==> src/rtl/insn_encoder.sv <==
// RV32I instruction packer: encodes decoded fields plus a 32-bit immediate into one
// instruction word per handshake, with range/alignment checks and a word-address counter.
module insn_encoder #(
   parameter int unsigned ADDR_W    = 10,
   parameter int unsigned BASE_ADDR = 0
) (
   input  logic              clk,
   input  logic              rst,
   input  logic              stall,
   input  logic              i_valid,
   output logic              i_ready,
   input  logic [2:0]        i_fmt,
   input  logic [6:0]        i_opcode,
   input  logic [4:0]        i_rd,
   input  logic [4:0]        i_rs1,
   input  logic [4:0]        i_rs2,
   input  logic [2:0]        i_funct3,
   input  logic [6:0]        i_funct7,
   input  logic [31:0]       i_imm,
   output logic              o_valid,
   input  logic              o_ready,
   output logic [31:0]       o_insn,
   output logic [ADDR_W-1:0] o_addr,
   output logic              o_err,
   output logic [1:0]        o_err_code,
   output logic              o_full
);

   localparam int unsigned CNT_W = ADDR_W + 1;
   localparam logic [CNT_W-1:0] CAP = {1'b1, {ADDR_W{1'b0}}};

   localparam logic [2:0] FMT_R = 3'd0;
   localparam logic [2:0] FMT_I = 3'd1;
   localparam logic [2:0] FMT_S = 3'd2;
   localparam logic [2:0] FMT_B = 3'd3;
   localparam logic [2:0] FMT_U = 3'd4;
   localparam logic [2:0] FMT_J = 3'd5;

   localparam logic [1:0] ERR_NONE  = 2'd0;
   localparam logic [1:0] ERR_ALIGN = 2'd1;
   localparam logic [1:0] ERR_RANGE = 2'd2;
   localparam logic [1:0] ERR_FMT   = 2'd3;

   typedef enum logic [1:0] {
      EMPTY = 2'd0,
      HOLD  = 2'd1,
      FULL  = 2'd2
   } state_t;

   state_t            state, state_d;
   logic [ADDR_W-1:0] addr_q, addr_d;
   logic [CNT_W-1:0]  count_q, count_d;
   logic [31:0]       insn_q, insn_d;
   logic              valid_q, valid_d;
   logic              err_q, err_d;
   logic              full_q, full_d;
   logic [1:0]        code_q, code_d;

   logic [31:0]       enc_c;
   logic [1:0]        chk_c;
   logic              fits12_c, fits13_c, fits21_c;
   logic              accept_c, legal_c, consume_c;

   // Field packing per format
   always_comb begin
      enc_c = '0;
      case (i_fmt)
         FMT_R: enc_c = {i_funct7, i_rs2, i_rs1, i_funct3, i_rd, i_opcode};
         FMT_I: enc_c = {i_imm[11:0], i_rs1, i_funct3, i_rd, i_opcode};
         FMT_S: enc_c = {i_imm[11:5], i_rs2, i_rs1, i_funct3, i_imm[4:0], i_opcode};
         FMT_B: enc_c = {i_imm[12], i_imm[10:5], i_rs2, i_rs1, i_funct3,
                         i_imm[4:1], i_imm[11], i_opcode};
         FMT_U: enc_c = {i_imm[31:12], i_rd, i_opcode};
         FMT_J: enc_c = {i_imm[20], i_imm[10:1], i_imm[11], i_imm[19:12], i_rd, i_opcode};
         default: enc_c = '0;
      endcase
   end

   // A value fits an N-bit signed field when all bits above N-1 equal the sign bit
   assign fits12_c = (&i_imm[31:11]) | ~(|i_imm[31:11]);
   assign fits13_c = (&i_imm[31:12]) | ~(|i_imm[31:12]);
   assign fits21_c = (&i_imm[31:20]) | ~(|i_imm[31:20]);

   always_comb begin
      chk_c = ERR_NONE;
      if (i_fmt > FMT_J) begin
         chk_c = ERR_FMT;
      end else if (((i_fmt == FMT_B || i_fmt == FMT_J) && i_imm[0]) ||
                   (i_fmt == FMT_U && i_imm[11:0] != 12'd0)) begin
         chk_c = ERR_ALIGN;
      end else if (((i_fmt == FMT_I || i_fmt == FMT_S) && !fits12_c) ||
                   (i_fmt == FMT_B && !fits13_c) ||
                   (i_fmt == FMT_J && !fits21_c)) begin
         chk_c = ERR_RANGE;
      end
   end

   assign i_ready   = !stall && (state != FULL) && (state == EMPTY || o_ready);
   assign accept_c  = i_valid && i_ready;
   assign legal_c   = accept_c && (chk_c == ERR_NONE);
   assign consume_c = valid_q && o_ready;

   always_ff @(posedge clk) begin
      if (rst) begin
         state   <= EMPTY;
         addr_q  <= ADDR_W'(BASE_ADDR);
         count_q <= '0;
         insn_q  <= '0;
         valid_q <= 1'b0;
         err_q   <= 1'b0;
         full_q  <= 1'b0;
         code_q  <= ERR_NONE;
      end else begin
         state   <= state_d;
         addr_q  <= addr_d;
         count_q <= count_d;
         insn_q  <= insn_d;
         valid_q <= valid_d;
         err_q   <= err_d;
         full_q  <= full_d;
         code_q  <= code_d;
      end
   end

   // Capacity check on consume wins over a same-cycle new word
   always_comb begin
      state_d = state;
      addr_d  = addr_q;
      count_d = count_q;
      insn_d  = insn_q;
      valid_d = valid_q;
      err_d   = 1'b0;
      full_d  = full_q;
      code_d  = code_q;

      if (accept_c && chk_c != ERR_NONE) begin
         err_d  = 1'b1;
         code_d = chk_c;
      end

      if (consume_c) begin
         addr_d  = addr_q + ADDR_W'(1);
         count_d = count_q + CNT_W'(1);
         if (count_d == CAP) begin
            state_d = FULL;
            valid_d = 1'b0;
            full_d  = 1'b1;
         end else if (legal_c) begin
            state_d = HOLD;
            valid_d = 1'b1;
            insn_d  = enc_c;
         end else begin
            state_d = EMPTY;
            valid_d = 1'b0;
         end
      end else if (legal_c) begin
         state_d = HOLD;
         valid_d = 1'b1;
         insn_d  = enc_c;
      end
   end

   assign o_valid    = valid_q;
   assign o_insn     = insn_q;
   assign o_addr     = addr_q;
   assign o_err      = err_q;
   assign o_err_code = code_q;
   assign o_full     = full_q;

endmodule

==> config.mk <==
export PLATFORM = sky130hd
export DESIGN_NAME = insn_encoder
export DESIGN_NICKNAME = d
export VERILOG_FILES = /design/src/rtl/insn_encoder.sv
export SDC_FILE = /design/constraint.sdc
export NUM_CORES = 1
export LEC_CHECK = 0
export CORE_UTILIZATION = 30
export CTS_CLUSTER_SIZE = 16
export DETAILED_ROUTE_END_ITERATION = 8
export GPL_ROUTABILITY_DRIVEN = 0
export HOLD_SLACK_MARGIN = 0.05
export RECOVER_POWER = 50
export REMOVE_ABC_BUFFERS = 1
export SYNTH_ARGS = -nofsm -noshare
export SYNTH_HDL_FRONTEND = slang
export SYNTH_SLANG_ARGS = --single-unit
==> constraint.sdc <==
create_clock -name clk -period 3.5 [get_ports clk]
set_clock_uncertainty 0.2 [all_clocks]
set_input_delay 0.7 -clock clk [delete_from_list [all_inputs] [get_ports clk]]
set_output_delay 0.7 -clock clk [all_outputs]
set_load 0.01 [all_outputs]
==> impl_metrics.tcl <==
set metrics [dict create \
    multi_input_area_um2 2130 \
    timing.critical_path.to_type "output port" \
    path_cells "dlygate4sd3_1 -> nand2_1 -> a21oi_1 -> clkdlybuf4s50_1" \
    synthMostInstantiatedCell "dfxtp_1" \
    dpl_cell_area_um2 4830 \
    post_route_cells_drive_above_1_share 0.116 \
    cts_made_buffers 9 \
    post_drt_via_cell_ratio 4.90 \
    nets 605 \
    totalWireLength_um 9850 \
    holdBufCountCts 0 \
    clock_sink_count 59 \
    sequential_cell_area_um2 1180 \
    synth_async_sr_flop_share 0 \
    layout.filler_cells 1098 \
    maxSlewHeadroom 0.379 \
    cts.root.buffer_cell "clkbuf_16" \
    p_leak_nw 2.16 \
    finalSetupViolCount 0 \
    syn_inst 409 \
    detail_route.first_pass.iterations 5 \
    yosys_warnings 0 \
    place_inst 660 \
    grt_overflow_total 0 \
    irDropWorstVdd_v 0.000293 \
    share_comb_of_total_power 0.143 \
    postLayoutCoreUtil 0.469 \
    yosys_reg_bits 59 \
    core-area_um2 11000 \
    switchingPower_mw 0.430 \
    maxCapViolCount 0 \
    design.die.area_um2 11900 \
    worstSkewPairLatency_ps 320 \
    grt_usage 0.176 \
    h-tree-depth 3 \
    area_growth_pct 49.7 \
    grt_setup_unrepaired "no" \
    post-place-ws_ps 30.9 \
    detail_route.wl_per_cell_um 14.6 \
    clkTransAtPathRegs_ps 50 \
    cpPeakStageDelay_ps 590 \
    postRouteAntennaNets 0 \
    ctsResizeCount 0 \
    synthesis.area_um2 3450 \
    report.power.total_mw 1.98 \
    number_of_enable_type_register_cells_in_the_synthesized_netlist 0 \
    antenna-diode-count 0 \
    ys_top_cells_by_count "59 x dfxtp_1, 53 x nor2_1, 39 x nor2b_1" \
    path_class "in2out" \
    min_period_over_period 0.924 \
    p_per_area_nw_per_um2 384 \
    route.detailed.drc 0 \
    cts_tree "yes" \
    fraction_of_synthesized_cell_area_taken_by_the_top_area_cell_type 0.342 \
    status "finished, final reports clean" \
    ioPinCount 120 \
    grt_pass1_vias 3338 \
    synth_top_cells_by_area "dfxtp_1 34%, mux2_4 9.6%, nor2b_1 7.1%, nor2_1 5.8%, mux2i_1 4.1%" \
    critical-path-slowest-cell "clkdlybuf4s50_1" \
    layout.cells.non_filler 676 \
    number_of_cell_rows 38 \
    worstMarginPinSlew_ps 932 \
    post-route-worst-setup-slack_ps 265 \
    report.final.hold_viol_count 0 \
    vias 3311 \
    max-clock-path-buffers 2 \
    antenna_found_initial 0 \
    initial_utilization 0.313 \
    fin_crit_ps 3240 \
    holdWs_ps 242 \
    worst_path_required_time_ps 2600 \
    place.detailed.hpwl_um 7520 \
    min-delay-path-class "reg2reg" \
    synthDominantAreaCellType "dfxtp_1" \
    power.switching_fraction 0.217 \
    cp_arrival_ps 2340 \
    seq_power_share 0.349 \
    die_height_um 109 \
    finish.instance_area_um2 5170 \
    fmax_achieved_mhz 309 \
    internal-power_mw 1.55 \
    synth_area_per_cell_um2 8.44 \
    synth_flop_cell "dfxtp_1" \
    startpoint_type "input port" \
    drt_iter0_markers 125 \
    final_max_slew_viol_count 0 \
    worst-path-max-fanout 7 \
    numPortBuffers 119 \
    grt_max_degree 56 \
    die_width_um 109 \
    finalSetupTns_ps 0 \
    power.share.clock 0.509 \
    synth_seq_area_share 0.342 \
    synth_cell_types 45 \
    cts_setup_buffers 0 \
    first_pass_grt_wire_length_um 16100 \
]
-- cell type report --
cell class                      count  area share
Inverter                            7     0.00508
Multi-Input combinational cell    319       0.412
Clock inverter                      5      0.0194
Clock buffer                       11      0.0470
Sequential cell                    59       0.229
Timing Repair Buffer              135       0.254
Tap cell                          140      0.0339
-- cells by family (layout without fill, tap and decap cells) --
family,Yosys count,count (layout),synth area share
simple gates,186,186,0.273
flops,59,59,0.342
mux,41,41,0.153
compound gates,66,66,0.124
xor+xnor,23,23,0.0584
buf+inv,31,158,0.0402
fa+ha+maj,3,3,0.0101
-- path summary, 6_finish.rpt --
check,from,end,slack (ps),cells past startpoint
min,o_full,o_full,240,2
min reg2reg,o_full,o_full,240,2
max,o_ready,i_ready,260,4
max reg2reg,count_q[0],o_insn[8],940,8
-- sequential cells by signal, summed over array words and instances, names as in the netlist --
register,count
o_insn,32
o_err_code,2
o_err,1
state,2
o_addr,10
count_q,11
o_full,1
-- layout by cell type (no fill, tap or decap), drive strengths merged, types with 6 or more instances in the layout --
master         count
o21ai             11
mux2i             14
nor2              53
nand2b             9
nand2             35
nand4             14
inv                7
clkdlybuf4s50     83
xor2              14
mux2              27
nand3              8
xnor2              9
nor2b             39
and3               6
clkbuf            13
a22oi             11
a21oi             27
dfxtp             59
buf               15
dlygate4sd3       35
nor4               6
-- power by group through the flow --
stage / registers [mW] / clock network, mW / logic, mW
CTS: 0.692 / 1.03 / 0.288
global route: 0.692 / 1.06 / 0.309
finish: 0.692 / 1.01 / 0.283
global placement: 0.706 / 0 / 0.285
detailed placement: 0.706 / 0 / 0.287
floorplan: 0.710 / 0 / 0.104
-- metal layers --
layer | vias up | global-route usage | wire length [um]
met1 | 1514 | 0.219 | 4610
met4 | 0 | 0.0476 | 104
met5 | - | 0 | 0
li1 | 1672 | - | -
met2 | 116 | 0.296 | 4500
met3 | 9 | 0.0496 | 631
-- worst max-delay path: cells and delay by family --
kind                   cells  cell delay [ps]
buffers and inverters      2             1150
AO/OA/AOI/OAI              1              290
AND/OR/NAND/NOR            1              190
No activity file was read; power rests on OpenSTA's default activity.
==> RTL change 1, RTL diff (same flow settings) <==
The parameter `ADDR_W` goes from 10 to 11.
--- a/src/rtl/insn_encoder.sv
+++ b/src/rtl/insn_encoder.sv
@@ -1,7 +1,7 @@
 // RV32I instruction packer: encodes decoded fields plus a 32-bit immediate into one
 // instruction word per handshake, with range/alignment checks and a word-address counter.
 module insn_encoder #(
-   parameter int unsigned ADDR_W    = 10,
+   parameter int unsigned ADDR_W    = 11,
    parameter int unsigned BASE_ADDR = 0
 ) (
    input  logic              clk,
Interface: changed (resized o_addr); port bits go from 120 to 121. The function was not compared with the original's and may differ.
==> RTL change 1 against the original RTL <==
- synthesized area rose by 3.1%
- clock power shrank 15%
- fmax shrank 1.5%
- final cell count is 4.4% higher
- total power shrank 5.9%
- setup slack got worse by 0.049 ns
- critical path depth rose by 4
- sequential cell count increased by 2
- final area is 2.5% higher
- largest power group unchanged
- routed wire length rose by 1.9%
==> RTL change 1: results (changes against the original RTL) <==
----------------------------------------------------
[Drt]
  Total wirelength of the detailed-routed design ... 10000 µm (was 9850 µm)
  Met3 wire len ... 643 µm (was 631 µm)
  First-pass detailed-route iteration total ... 7 (was 5)
  Routed via count ... 3517 (was 3311)
  Met1 wire length ... 4510 µm (was 4610 µm)

[Synth]
  Multiplexer fraction of the synthesized cell area ... 14.6% (was 15.3%)
  Synth Area in Compound Gates ... 12.7% (was 12.4%)
  Ranking of synthesized cells by instance count ... 61 x dfxtp_1, 54 x nor2_1, 39 x a21oi_1, 39 x nor2b_1, 34 x nand2_1 (was 59 x dfxtp_1, 53 x nor2_1, 39 x nor2b_1, 35 x nand2_1, 27 x a21oi_1)
  Sequential cell area fraction in the yosys report ... 34.3% (was 34.2%)
  Cells taking the most area after synthesis ... dfxtp_1 34%, mux2_4 7.2%, nor2b_1 6.9% (was dfxtp_1 34%, mux2_4 9.6%, nor2b_1 7.1%)
  Area share of fa/ha/maj cells after synthesis ... 0.703% (was 1.01%)

[Worst setup path]
  Worst R2R Setup Slack ... 0.84 ns (was 0.94 ns)
  Worst stage delay on the critical path ... 0.54 ns (was 0.59 ns)
  Critical path arrival ... 3.30 ns (was 2.34 ns)
  Max Fanout on Critical Path ... 18 (was 7)
  Slowest stage cell, crit path ... or4_1 (was clkdlybuf4s50_1)
  Crit path max-delay family ... compound AO/OA/AOI/OAI gates (was buffers and inverters)

[Finish]
  Sequential cell count ... 61 (was 59)
  Non-clock buffer count in the final layout ... 145 (was 135)
  Share of post-route cells with drive strength above 1 ... 11.2% (was 11.6%)
  Fraction of area in multi-input gates ... 41.6% (was 41.2%)
  Filler cell count ... 1083 (was 1098)
  Inverters, non-clock ... 3 (was 7)
  Layout clock buffer count ... 10 (was 11)
  Portion of the layout cell area used by clock cells ... 5.45% (was 6.63%)
  Net total in the final layout ... 634 (was 605)

[Placement]
  IO Port Bufs ... 120 (was 119)

[Global routing]
  Routing usage on met3 ... 5.52% (was 4.96%)
  Met1 usage in global routing ... 19.2% (was 21.9%)

[Timing]
  Worst Tran Pin Value ... 1.17 ns (was 0.932 ns)

[Status]
  Result of the run ... complete, no violations (unchanged)

----------------------------------------------------
RTL change 1: worst min-delay path: stages, from the launching register on:
cell	delay [ns]
dfxtp_1	0.31
inv_1	0.05
a21oi_1	0.05
RTL change 1: worst max-delay path by stage:
stage / startpoint / end / slack [ns] / cells past startpoint
2_1_floorplan: i_imm[5] / o_insn[10] / -0.1 / 6
3_3_place_gp: i_imm[5] / o_insn[10] / -0.08 / 8
3_5_place_dp: i_imm[4] / o_insn[25] / -0.13 / 8
4_1_cts: i_imm[4] / o_insn[14] / 0.21 / 8
5_1_grt: i_imm[4] / o_insn[11] / 0.15 / 8
6_report: i_imm[4] / o_insn[25] / 0.22 / 8
RTL change 1: per-stage QoR:
step                instances  area, µm²
floorplan                 404       3440
global placement          692       5010
detailed placement        692       5010
CTS                       706       5300
global route              706       5300
finish                    706       5300
RTL change 1: where the power goes:
part	switching (mW)	leakage, nW	internal, mW	total, mW
Clock	0.296	0.136	0.560	0.856
Sequential	0.00785	0.493	0.709	0.716
Combinational	0.128	1.59	0.166	0.294
==> RTL change 2, RTL diff (config.mk and constraints unchanged) <==
Made on the original files. Remove the register `err_q`: a continuous assignment takes its place, so the output `o_err` follows one clock earlier.
--- a/src/rtl/insn_encoder.sv
+++ b/src/rtl/insn_encoder.sv
@@ -107,7 +107,6 @@
          count_q <= '0;
          insn_q  <= '0;
          valid_q <= 1'b0;
-         err_q   <= 1'b0;
          full_q  <= 1'b0;
          code_q  <= ERR_NONE;
       end else begin
@@ -116,11 +115,12 @@
          count_q <= count_d;
          insn_q  <= insn_d;
          valid_q <= valid_d;
-         err_q   <= err_d;
          full_q  <= full_d;
          code_q  <= code_d;
       end
    end
+
+   assign err_q = err_d;
 
    // Capacity check on consume wins over a same-cycle new word
    always_comb begin
Behaviour: not the same (a bounded check fails within 4 cycles, from zero or initial values and one cycle with rst high).
==> RTL change 2 against the original RTL <==
- synthesized cell count decreased by 3.4%
- setup slack got worse by 0.21 ns
- core utilization increased by 1.4 points
- total power decreased by 21%
- largest cell class unchanged
- synthesized area decreased by 6.3%
- sequential cell count decreased by 1
- final area decreased by 3.2%
- routed wire length increased by 4.6%
==> RTL change 2: results (changes against the original RTL) <==
----------------------------------------------------
[Drt]
  Initial DRC count ... 131 (was 125)
  Routed wirelength normalized by instance count ... 15.1 µm (was 14.6 µm)
  DR vias/cell ... 5.09 (was 4.90)
  First-pass detailed-route iteration total ... 4 (was 5)

[Finish]
  Share of post-route cells with drive strength above 1 ... 16.7% (was 11.6%)
  Non-clock buffer count in the final layout ... 165 (was 135)
  Net total in the final layout ... 616 (was 605)
  Fraction of area in multi-input gates ... 39.5% (was 41.2%)
  Layout buffering overhead excluding clock cells ... 30.0% (was 25.4%)
  Final non-filler cell total ... 682 (was 676)
  Filler cell count ... 1040 (was 1098)
  Inverters, non-clock ... 6 (was 7)
  Register Area ... 1160 µm² (was 1180 µm²)
  Layout clock buffer count ... 10 (was 11)
  Multi-input combinational cell count ... 302 (was 319)
  Portion of the layout cell area used by clock cells ... 3.38% (was 6.63%)

[Worst setup path]
  Worst R2R Setup Slack ... 0.32 ns (was 0.94 ns)
  Max Fanout on Critical Path ... 3 (was 7)
  Crit path from ... i_imm[23] (was o_ready)
  Worst stage delay on the critical path ... 0.46 ns (was 0.59 ns)
  Critical Path End ... o_err (was i_ready)
  Crit path max-delay family ... simple AND/OR/NAND/NOR gates (was buffers and inverters)
  Worst reg2reg endpoint ... o_insn[11] (was o_insn[8])

[Synth]
  Cells taking the most area after synthesis ... dfxtp_1 36%, a21oi_1 9.8%, nor2_1 5.3% (was dfxtp_1 34%, mux2_4 9.6%, nor2b_1 7.1%)
  Ranking of synthesized cells by instance count ... 63 x a21oi_1, 58 x dfxtp_1, 46 x nor2_1, 31 x nand2_1, 23 x clkbuf_1 (was 59 x dfxtp_1, 53 x nor2_1, 39 x nor2b_1, 35 x nand2_1, 27 x a21oi_1)
  Syn_area_per_cell ... 8.19 µm² (was 8.44 µm²)
  Netlist cell types ... 47 (was 45)
  Sequential cell area fraction in the yosys report ... 35.9% (was 34.2%)

[Global routing]
  GRT Util Overall ... 18.4% (was 17.6%)
  Maximum number of pins on one net before global-route repair ... 52 (was 56)
  Vias in the first global route ... 3288 (was 3338)

[Worst hold path]
  Hold endpoint ... o_insn[4] (was o_full)
  Startpoint of the tightest hold check path ... o_insn[4] (was o_full)

[Timing]
  Worst slew margin ... 13.5% (was 37.9%)
  Worst-case hold slack ... 0.262 ns (was 0.242 ns)
  Final worst path period need ... 3.44 ns (was 3.24 ns)

[Status]
  Result of the run ... complete, no violations (unchanged)

[Power and ir drop]
  Leakage power ... 1.98 nW (was 2.16 nW)

[CTS]
  Sink Count ... 58 (was 59)
  Library cell used as clock root buffer ... clkbuf_8 (was clkbuf_16)

[Placement]
  Cell count after placement ... 666 (was 660)
  Place WS ... -0.570 ns (was 0.0309 ns)

----------------------------------------------------
RTL change 2: cell count changes in the layout (fill, tap and decap cells not counted), sizes merged, moves of 7 or more:
cell / unedited run / this run
nand2b: 9 / 1
clkdlybuf4s50: 83 / 63
a311oi: 1 / 23
a22oi: 11 / 2
a21oi: 27 / 63
nor2b: 39 / 22
mux2: 27 / 3
dlygate4sd2: 0 / 17
o21ai: 11 / 4
buf: 15 / 46
RTL change 2: logic make-up after synthesis:
family                     count (synthesis)  synth area share [%]
buffers and inverters                     36                  4.64
muxes                                     17                  5.38
AOI/OAI and AO/OA                        113                  24.7
adders and majority gates                  2                 0.774
DFF                                       58                  35.9
and+or+nand+nor                          150                  23.5
xor gates and xnor gates                  19                  5.15
RTL change 2: metrics by stage:
| stage | utilization, % | area [µm²] | setup TNS, ns |
|---|---|---|---|
| final | 48.2 | 5000 | 0 |
| after floorplan | - | 3110 | -17.63 |
| after global routing | 48.2 | 5000 | -0.0327 |
| after detailed placement | 46.4 | 4810 | -12.26 |
| after global placement | 46.4 | 4810 | -10.15 |
| after CTS | 48.1 | 4990 | 0 |
RTL change 2: power by group:
| part | leakage (nW) | switching [mW] | internal (mW) |
|---|---|---|---|
| combinational | 1.42 | 0.165 | 0.176 |
| sequential | 0.470 | 0.0104 | 0.678 |
| clock | 0.0879 | 0.269 | 0.269 |
RTL change 2: layer usage:
layer	global-route usage, %	wire length [µm]	vias up
met3	2.60	423	7
met2	30.6	5010	86
met5	0	0	-
li1	-	-	1747
met4	6.05	82	0
met1	24.3	4780	1634
RTL change 2: timing repair:
item                       CTS  global route
setup endpoints to repair   25             2
pin swaps                   11            10
gates cloned                 0             1
gates resized for setup     29             3
hold buffers                 0             0
